--- config.mk ---
export PLATFORM = sky130hd
export DESIGN_NAME = vram_arbiter_flat
export DESIGN_NICKNAME = d
export VERILOG_FILES = /design/src/rtl/vram_arbiter_if.sv /design/src/rtl/vram_arbiter.sv /design/src/flat_wrapper.sv
export SDC_FILE = /design/constraint.sdc
export NUM_CORES = 1
export LEC_CHECK = 0
export BUFFER_PORTS_ARGS = -buffer_cell sky130_fd_sc_hd__buf_2
export CORE_ASPECT_RATIO = 2
export CORE_MARGIN = 4
export CORE_UTILIZATION = 52
export DETAILED_ROUTE_END_ITERATION = 6
export PLACE_DENSITY_LB_ADDON = 0.08
export SYNTH_ARGS = -nofsm -noshare
export SYNTH_HDL_FRONTEND = slang
export SYNTH_SLANG_ARGS = --single-unit
--- constraint.sdc ---
create_clock -name vga_clk -period 13.02 [get_ports vga_clk]
set_input_delay 2.604 -clock vga_clk [delete_from_list [all_inputs] [get_ports vga_clk]]
set_output_delay 2.604 -clock vga_clk [all_outputs]
set_load 0.1 [all_outputs]
--- src/rtl/vram_arbiter_if.sv ---
// VRAM arbiter bus: three requester ports, physical VRAM port and the underrun flag.
// The arbiter connects through the slave modport; the requesters and VRAM use master.
interface vram_arbiter_if #(
    parameter int AW = 12,
    parameter int DW = 32
);
    logic          in_active;
    logic          bgw_req;
    logic [AW-1:0] bgw_addr;
    logic          bgw_gnt;
    logic          bgw_rvalid;
    logic [DW-1:0] bgw_rdata;
    logic          spr_req;
    logic [AW-1:0] spr_addr;
    logic          spr_gnt;
    logic          spr_rvalid;
    logic [DW-1:0] spr_rdata;
    logic          host_req;
    logic          host_we;
    logic [AW-1:0] host_addr;
    logic [DW-1:0] host_wdata;
    logic          host_gnt;
    logic          host_rvalid;
    logic [DW-1:0] host_rdata;
    logic [AW-1:0] mem_addr;
    logic          mem_we;
    logic [DW-1:0] mem_wdata;
    logic [DW-1:0] mem_q;
    logic          bgw_underrun;

    modport slave (
        input  in_active,
        input  bgw_req, bgw_addr, spr_req, spr_addr,
        input  host_req, host_we, host_addr, host_wdata,
        input  mem_q,
        output bgw_gnt, bgw_rvalid, bgw_rdata,
        output spr_gnt, spr_rvalid, spr_rdata,
        output host_gnt, host_rvalid, host_rdata,
        output mem_addr, mem_we, mem_wdata,
        output bgw_underrun
    );

    modport master (
        output in_active,
        output bgw_req, bgw_addr, spr_req, spr_addr,
        output host_req, host_we, host_addr, host_wdata,
        output mem_q,
        input  bgw_gnt, bgw_rvalid, bgw_rdata,
        input  spr_gnt, spr_rvalid, spr_rdata,
        input  host_gnt, host_rvalid, host_rdata,
        input  mem_addr, mem_we, mem_wdata,
        input  bgw_underrun
    );
endinterface

--- src/rtl/vram_arbiter.sv ---
// Single-port VRAM arbiter for BGW/SPR display fetches and host access, with a
// bounded host wait, fixed 2-cycle read return and a BGW underrun flag.
module vram_arbiter #(
    parameter int AW         = 12,
    parameter int DW         = 32,
    parameter int STARVE_MAX = 16,
    parameter int CW         = 5
) (
    input logic          vga_clk,
    input logic          rst,
    vram_arbiter_if.slave bus
);
    localparam logic [1:0] OWN_NONE = 2'd0;
    localparam logic [1:0] OWN_BGW  = 2'd1;
    localparam logic [1:0] OWN_SPR  = 2'd2;
    localparam logic [1:0] OWN_HOST = 2'd3;

    localparam logic [CW-1:0] STARVE_LIM = CW'(STARVE_MAX);

    logic [CW-1:0] wait_cnt;
    logic          force_host;
    logic          bgw_g, spr_g, host_g;
    logic [AW-1:0] gnt_addr;
    logic [1:0]    own_nxt, own_p0, own_p1;
    logic [DW-1:0] bgw_hold, spr_hold, host_hold;
    logic          underrun_r;
    logic [AW-1:0] mem_addr_r;
    logic          mem_we_r;
    logic [DW-1:0] mem_wdata_r;

    assign force_host = (wait_cnt >= STARVE_LIM);

    // Grants are held low during reset so nothing is accepted while state is cleared.
    always_comb begin
        bgw_g  = 1'b0;
        spr_g  = 1'b0;
        host_g = 1'b0;
        if (!rst) begin
            if (force_host || !bus.in_active) begin
                if (bus.host_req)     host_g = 1'b1;
                else if (bus.bgw_req) bgw_g  = 1'b1;
                else if (bus.spr_req) spr_g  = 1'b1;
            end else begin
                if (bus.bgw_req)       bgw_g  = 1'b1;
                else if (bus.spr_req)  spr_g  = 1'b1;
                else if (bus.host_req) host_g = 1'b1;
            end
        end
    end

    always_comb begin
        gnt_addr = bus.bgw_addr;
        own_nxt  = OWN_NONE;
        if (host_g) begin
            gnt_addr = bus.host_addr;
            own_nxt  = bus.host_we ? OWN_NONE : OWN_HOST;
        end else if (bgw_g) begin
            gnt_addr = bus.bgw_addr;
            own_nxt  = OWN_BGW;
        end else if (spr_g) begin
            gnt_addr = bus.spr_addr;
            own_nxt  = OWN_SPR;
        end
    end

    // p0: address on mem_addr; p1: mem_q valid, returned to the tagged owner.
    always_ff @(posedge vga_clk or posedge rst) begin
        if (rst) begin
            wait_cnt    <= '0;
            mem_addr_r  <= '0;
            mem_we_r    <= 1'b0;
            mem_wdata_r <= '0;
            own_p0      <= OWN_NONE;
            own_p1      <= OWN_NONE;
            underrun_r  <= 1'b0;
            bgw_hold    <= '0;
            spr_hold    <= '0;
            host_hold   <= '0;
        end else begin
            if (!bus.host_req || host_g)
                wait_cnt <= '0;
            else if (wait_cnt != {CW{1'b1}})
                wait_cnt <= wait_cnt + 1'b1;

            mem_we_r <= host_g && bus.host_we;
            if (bgw_g || spr_g || host_g)
                mem_addr_r <= gnt_addr;
            if (host_g && bus.host_we)
                mem_wdata_r <= bus.host_wdata;

            own_p0     <= own_nxt;
            own_p1     <= own_p0;
            underrun_r <= bus.bgw_req && !bgw_g && bus.in_active;

            if (own_p1 == OWN_BGW)  bgw_hold  <= bus.mem_q;
            if (own_p1 == OWN_SPR)  spr_hold  <= bus.mem_q;
            if (own_p1 == OWN_HOST) host_hold <= bus.mem_q;
        end
    end

    assign bus.bgw_gnt      = bgw_g;
    assign bus.spr_gnt      = spr_g;
    assign bus.host_gnt     = host_g;
    assign bus.bgw_rvalid   = (own_p1 == OWN_BGW);
    assign bus.spr_rvalid   = (own_p1 == OWN_SPR);
    assign bus.host_rvalid  = (own_p1 == OWN_HOST);
    // Read data is live from VRAM on the valid cycle and holds its last value otherwise.
    assign bus.bgw_rdata    = (own_p1 == OWN_BGW)  ? bus.mem_q : bgw_hold;
    assign bus.spr_rdata    = (own_p1 == OWN_SPR)  ? bus.mem_q : spr_hold;
    assign bus.host_rdata   = (own_p1 == OWN_HOST) ? bus.mem_q : host_hold;
    assign bus.mem_addr     = mem_addr_r;
    assign bus.mem_we       = mem_we_r;
    assign bus.mem_wdata    = mem_wdata_r;
    assign bus.bgw_underrun = underrun_r;
endmodule

--- src/flat_wrapper.sv ---
// flat-port wrapper written by rule: the top's interface ports become plain ports
module vram_arbiter_flat 
#(
    parameter int AW         = 12,
    parameter int DW         = 32,
    parameter int STARVE_MAX = 16,
    parameter int CW         = 5
)
  (vga_clk, rst, bus_in_active, bus_bgw_req, bus_bgw_addr, bus_spr_req, bus_spr_addr, bus_host_req, bus_host_we, bus_host_addr, bus_host_wdata, bus_mem_q, bus_bgw_gnt, bus_bgw_rvalid, bus_bgw_rdata, bus_spr_gnt, bus_spr_rvalid, bus_spr_rdata, bus_host_gnt, bus_host_rvalid, bus_host_rdata, bus_mem_addr, bus_mem_we, bus_mem_wdata, bus_bgw_underrun);
  vram_arbiter_if #(.AW(AW), .DW(DW)) bus_i ();
  input logic vga_clk;
  input logic rst;
  input wire logic [$bits(bus_i.in_active)-1:0] bus_in_active;
  input wire logic [$bits(bus_i.bgw_req)-1:0] bus_bgw_req;
  input wire logic [$bits(bus_i.bgw_addr)-1:0] bus_bgw_addr;
  input wire logic [$bits(bus_i.spr_req)-1:0] bus_spr_req;
  input wire logic [$bits(bus_i.spr_addr)-1:0] bus_spr_addr;
  input wire logic [$bits(bus_i.host_req)-1:0] bus_host_req;
  input wire logic [$bits(bus_i.host_we)-1:0] bus_host_we;
  input wire logic [$bits(bus_i.host_addr)-1:0] bus_host_addr;
  input wire logic [$bits(bus_i.host_wdata)-1:0] bus_host_wdata;
  input wire logic [$bits(bus_i.mem_q)-1:0] bus_mem_q;
  output wire logic [$bits(bus_i.bgw_gnt)-1:0] bus_bgw_gnt;
  output wire logic [$bits(bus_i.bgw_rvalid)-1:0] bus_bgw_rvalid;
  output wire logic [$bits(bus_i.bgw_rdata)-1:0] bus_bgw_rdata;
  output wire logic [$bits(bus_i.spr_gnt)-1:0] bus_spr_gnt;
  output wire logic [$bits(bus_i.spr_rvalid)-1:0] bus_spr_rvalid;
  output wire logic [$bits(bus_i.spr_rdata)-1:0] bus_spr_rdata;
  output wire logic [$bits(bus_i.host_gnt)-1:0] bus_host_gnt;
  output wire logic [$bits(bus_i.host_rvalid)-1:0] bus_host_rvalid;
  output wire logic [$bits(bus_i.host_rdata)-1:0] bus_host_rdata;
  output wire logic [$bits(bus_i.mem_addr)-1:0] bus_mem_addr;
  output wire logic [$bits(bus_i.mem_we)-1:0] bus_mem_we;
  output wire logic [$bits(bus_i.mem_wdata)-1:0] bus_mem_wdata;
  output wire logic [$bits(bus_i.bgw_underrun)-1:0] bus_bgw_underrun;
  assign bus_i.in_active = bus_in_active;
  assign bus_i.bgw_req = bus_bgw_req;
  assign bus_i.bgw_addr = bus_bgw_addr;
  assign bus_i.spr_req = bus_spr_req;
  assign bus_i.spr_addr = bus_spr_addr;
  assign bus_i.host_req = bus_host_req;
  assign bus_i.host_we = bus_host_we;
  assign bus_i.host_addr = bus_host_addr;
  assign bus_i.host_wdata = bus_host_wdata;
  assign bus_i.mem_q = bus_mem_q;
  assign bus_bgw_gnt = bus_i.bgw_gnt;
  assign bus_bgw_rvalid = bus_i.bgw_rvalid;
  assign bus_bgw_rdata = bus_i.bgw_rdata;
  assign bus_spr_gnt = bus_i.spr_gnt;
  assign bus_spr_rvalid = bus_i.spr_rvalid;
  assign bus_spr_rdata = bus_i.spr_rdata;
  assign bus_host_gnt = bus_i.host_gnt;
  assign bus_host_rvalid = bus_i.host_rvalid;
  assign bus_host_rdata = bus_i.host_rdata;
  assign bus_mem_addr = bus_i.mem_addr;
  assign bus_mem_we = bus_i.mem_we;
  assign bus_mem_wdata = bus_i.mem_wdata;
  assign bus_bgw_underrun = bus_i.bgw_underrun;
  vram_arbiter #(.AW(AW), .DW(DW), .STARVE_MAX(STARVE_MAX), .CW(CW)) u_core (.vga_clk(vga_clk), .rst(rst), .bus(bus_i));
endmodule
==> impl_results.md <==
* Switching Share at between 50% and 60%
* Worst path arrival time at 4.01 ns
* Crit path time final at about 6.6 ns
* Global routing usage on met1 at about a quarter
* Setup repair after global routing missed its margin: false
* Resized cells post-CTS at 0
* Global Route met2 Usage at 40.9%
* Crit end category: primary output
* Post-CTS setup buffers at 0
* Starting DRT DRC Count at 147
* Cell Area, Synth at between 6000 and 7000 um2
* Maximum resistive drop on vdd at approximately 0.17 mV
* Internal Dissipation at 1100 uW
* Clock insertion delay at the later pin of the skew report at 0.41 ns
* Setup_tns at 0 ns
* Number of detailed-route iterations in the first pass at 4
* Maximum number of pins on one net before global-route repair at a little under 80
* Gate power share at approximately half
* ANT nets after route at 0
* Wire length reported by the detailed router at 15500 um
* Global router's overall resource usage at between 20% and 30%
* Count of final hold-check violations at 0
* Number of antenna violations at the first check in global routing at 1
* Total power density per cell area at about 280 nW/um2
* Crit path max-delay family: buffers and inverters
* Part of the cycle the worst path needs at approximately half
* Synth warnings at 0
* Most used flip-flop cell after synthesis: sky130_fd_sc_hd__dfrtp_1
* Path class of the lowest-slack min-delay path: reg2reg
* Static Leakage at 0.00412 uW
* Largest incremental delay on the critical path at roughly 0.52 ns
* Finished layout cell area at 8180 um2
* Ratio of routed vias to standard cells at 5.24
* Critical path launch point type: primary input
* GRT Residual Overflow at 0
* Hold-fix buffers at CTS at 0
* Gpl congestion at 0.892
* Max clock buf depth at 2
* Met3 capacity usage during global routing at roughly 6.4%
* Fmax at roughly 150 MHz
* Nets in the synthesized netlist at between 500 and 600
* Via count at roughly 4300
* Wire length of the first global-routing pass at about 24000 um
* Max_slew headroom at 30.3%
* Crit path max fanout at 14
* Clock tree sinks at 151
* Setup violation total in the final timing report at 0
* Number of CTS-inserted buffers at 17
* Starting density of the core at a little over half
* Proportion of power drawn by flip-flops and latches at roughly a quarter
* Power share of the clock group at a little under a quarter
* Count of buffers inserted at the top-level ports at between 200 and 300
* Clock transition at the registers of the reported paths at 0.06 ns
* Slew @ Worst Pin at 1.04 ns
* Number of nets in the finished design at between 700 and 800
* CP Buf/Inv Count at 3
* Area of the core at 11700 um2
* EDFF count, synth at 0
* Sequential cell area fraction in the yosys report at approximately 60%
* Outcome: finished, final reports clean
* Fraction of final layout cells sized beyond drive strength 1 at about 65%
* DIE HEIGHT at between 150 and 200 um
* Clock tree from TritonCTS: built
* Power spent charging and discharging nets at between 1000 and 1500 uW
* Die W at approximately 85 um
* Syn Area/Cell at 15.3 um2
* Critical path, cell by cell: buf_2, nand2b_4, a211o_1, inv_1, buf_2
* Cell variety after synth at 32
* Power after layout at 2330 uW
* Gate Count Post-Synth at between 400 and 500
* Req. time, crit path at 10.42 ns
* Die Footprint at 13800 um2
* Final Max Slew Viols at 0
* Placed Area at about 7500 um2
* Cell chosen for the clock root: sky130_fd_sc_hd__clkbuf_16
* Slowest library cell on the worst path: sky130_fd_sc_hd__a211o_1
* Number of placement rows at 56
* H-tree levels at 4
* Post-DR wirelength/cell at 19.0 um
* Fillers at 898
* Seq cells post-synth at about 150
* Share of synthesized registers carrying an async set or reset at 100%
* Synth-to-layout area growth at 32.6%
* Via count of the first global-routing pass at ~4700
* Post-detailed-route DRC marker count at 0
* Final setup skew at 0.0139 ns
* Detailed placer's ending HPWL at between 10000 and 15000 um
* Global route hottest layer: met2
* Classification of the worst setup path: in2out
* Number of violations of the max-capacitance limit at 0
* Critical path's most frequent cell: sky130_fd_sc_hd__buf_2
* Number of primary I/O pins at between 200 and 300
layout make-up:
cell class                      instances  area [um2]  area share [%]
Antenna cell                            1        2.50          0.0306
Clock buffer                           17         425            5.20
Clock inverter                         15         226            2.77
Inverter                                6        30.0           0.367
Multi-Input combinational cell        222        2240            27.4
Sequential cell                       151        3780            46.2
Tap cell                              145         181            2.22
Timing Repair Buffer                  257        1290            15.8
flip-flops by register name (all words and copies together) (netlist names):
register                 flops
u_core.bgw_hold             32
u_core.bus.bgw_underrun      1
u_core.bus.mem_addr         12
u_core.bus.mem_wdata        32
u_core.bus.mem_we            1
u_core.host_hold            32
u_core.own_p0                2
u_core.own_p1                2
u_core.spr_hold             32
u_core.wait_cnt              5
worst paths after layout:
| path | from | to | slack (ns) | depth (start not counted) |
|---|---|---|---|---|
| min in group asynchronous | rst | u_core.bus.mem_wdata[11] | 2.33 | 2 |
| hold reg to reg | u_core.own_p0[0] | u_core.own_p1[0] | 0.36 | 0 |
| setup reg to reg | u_core.wait_cnt[4] | u_core.bus.mem_wdata[20] | 10.80 | 5 |
| hold / removal | u_core.own_p0[0] | u_core.own_p1[0] | 0.36 | 0 |
| max in group asynchronous | rst | u_core.host_hold[6] | 9.26 | 3 |
| setup / recovery | rst | bus_spr_gnt | 6.40 | 5 |
through the flow:
step,setup WS [ns],std cells,hold slack (ns),util [%]
2_1_floorplan,3.49,402,0.331,-
3_3_place_gp,6.41,781,0.333,64.3
3_5_place_dp,6.40,781,0.346,64.3
4_1_cts,6.40,813,0.360,69.9
5_1_grt,6.32,814,0.372,69.9
6_report,6.40,814,0.357,69.9
cell usage after synthesis (4+ instances only):
library cell | number | area [um2]
sky130_fd_sc_hd__dfrtp_1 | 151 | 3780
sky130_fd_sc_hd__a221oi_2 | 8 | 120
sky130_fd_sc_hd__buf_2 | 12 | 60.1
sky130_fd_sc_hd__mux2_2 | 99 | 1110
sky130_fd_sc_hd__nor2_1 | 19 | 71.3
sky130_fd_sc_hd__inv_1 | 5 | 18.8
sky130_fd_sc_hd__mux2_4 | 29 | 435
sky130_fd_sc_hd__o31ai_1 | 13 | 97.6
sky130_fd_sc_hd__clkbuf_1 | 4 | 15.0
sky130_fd_sc_hd__buf_6 | 4 | 45.0
sky130_fd_sc_hd__nand2_1 | 16 | 60.1
sky130_fd_sc_hd__a221oi_1 | 4 | 35.0
sky130_fd_sc_hd__nor3b_1 | 12 | 90.1
power by group through the flow:
stage               combinational, uW  sequential [uW]  clock, uW
floorplan                         806              824          0
global placement                 1170              617          0
detailed placement               1180              623          0
CTS                              1180              617        550
global route                     1200              627        572
finish                           1170              616        539
cell families after synthesis:
| logic type | synth area share, % |
|---|---|
| multiplexers | 25.5 |
| AND/OR/NAND/NOR | 4.99 |
| AO/OA/AOI/OAI | 4.79 |
| adder cells (fa/ha/maj) | 0.406 |
| flip-flops | 61.3 |
| buffers and inverters | 2.66 |
| XOR/XNOR | 0.426 |
per-layer routing:
layer  part of all wire, %  routed length, um
met3                   7.3               1130
met1                    33               5170
met2                    56               8680
met4                   3.2                495
met5                     0                  0
cells in the final DEF, fill, tap and decap left out, types with 2 or more instances in the layout:
master	instances
sky130_fd_sc_hd__a221oi_1	4
sky130_fd_sc_hd__a221oi_2	8
sky130_fd_sc_hd__and3_1	2
sky130_fd_sc_hd__buf_2	254
sky130_fd_sc_hd__buf_4	3
sky130_fd_sc_hd__bufinv_16	4
sky130_fd_sc_hd__clkbuf_16	17
sky130_fd_sc_hd__dfrtp_1	151
sky130_fd_sc_hd__ha_1	2
sky130_fd_sc_hd__inv_1	4
sky130_fd_sc_hd__inv_6	7
sky130_fd_sc_hd__inv_8	4
sky130_fd_sc_hd__mux2_2	99
sky130_fd_sc_hd__mux2_4	29
sky130_fd_sc_hd__mux2i_1	2
sky130_fd_sc_hd__nand2_1	16
sky130_fd_sc_hd__nand2b_4	2
sky130_fd_sc_hd__nor2_1	19
sky130_fd_sc_hd__nor3b_1	12
sky130_fd_sc_hd__o31ai_1	12
sky130_fd_sc_hd__xor2_1	2
worst register-to-register path: cells and delay by family, from the launching register on:
| kind | cells | cell delay (ns) |
|---|---|---|
| AO/OA/AOI/OAI | 1 | 0.39 |
| buffers and inverters | 1 | 0.19 |
| flip-flops | 1 | 0.42 |
| multiplexers | 1 | 0.41 |
| AND/OR/NAND/NOR | 2 | 0.71 |
No activity file was read; power rests on OpenSTA's default activity.
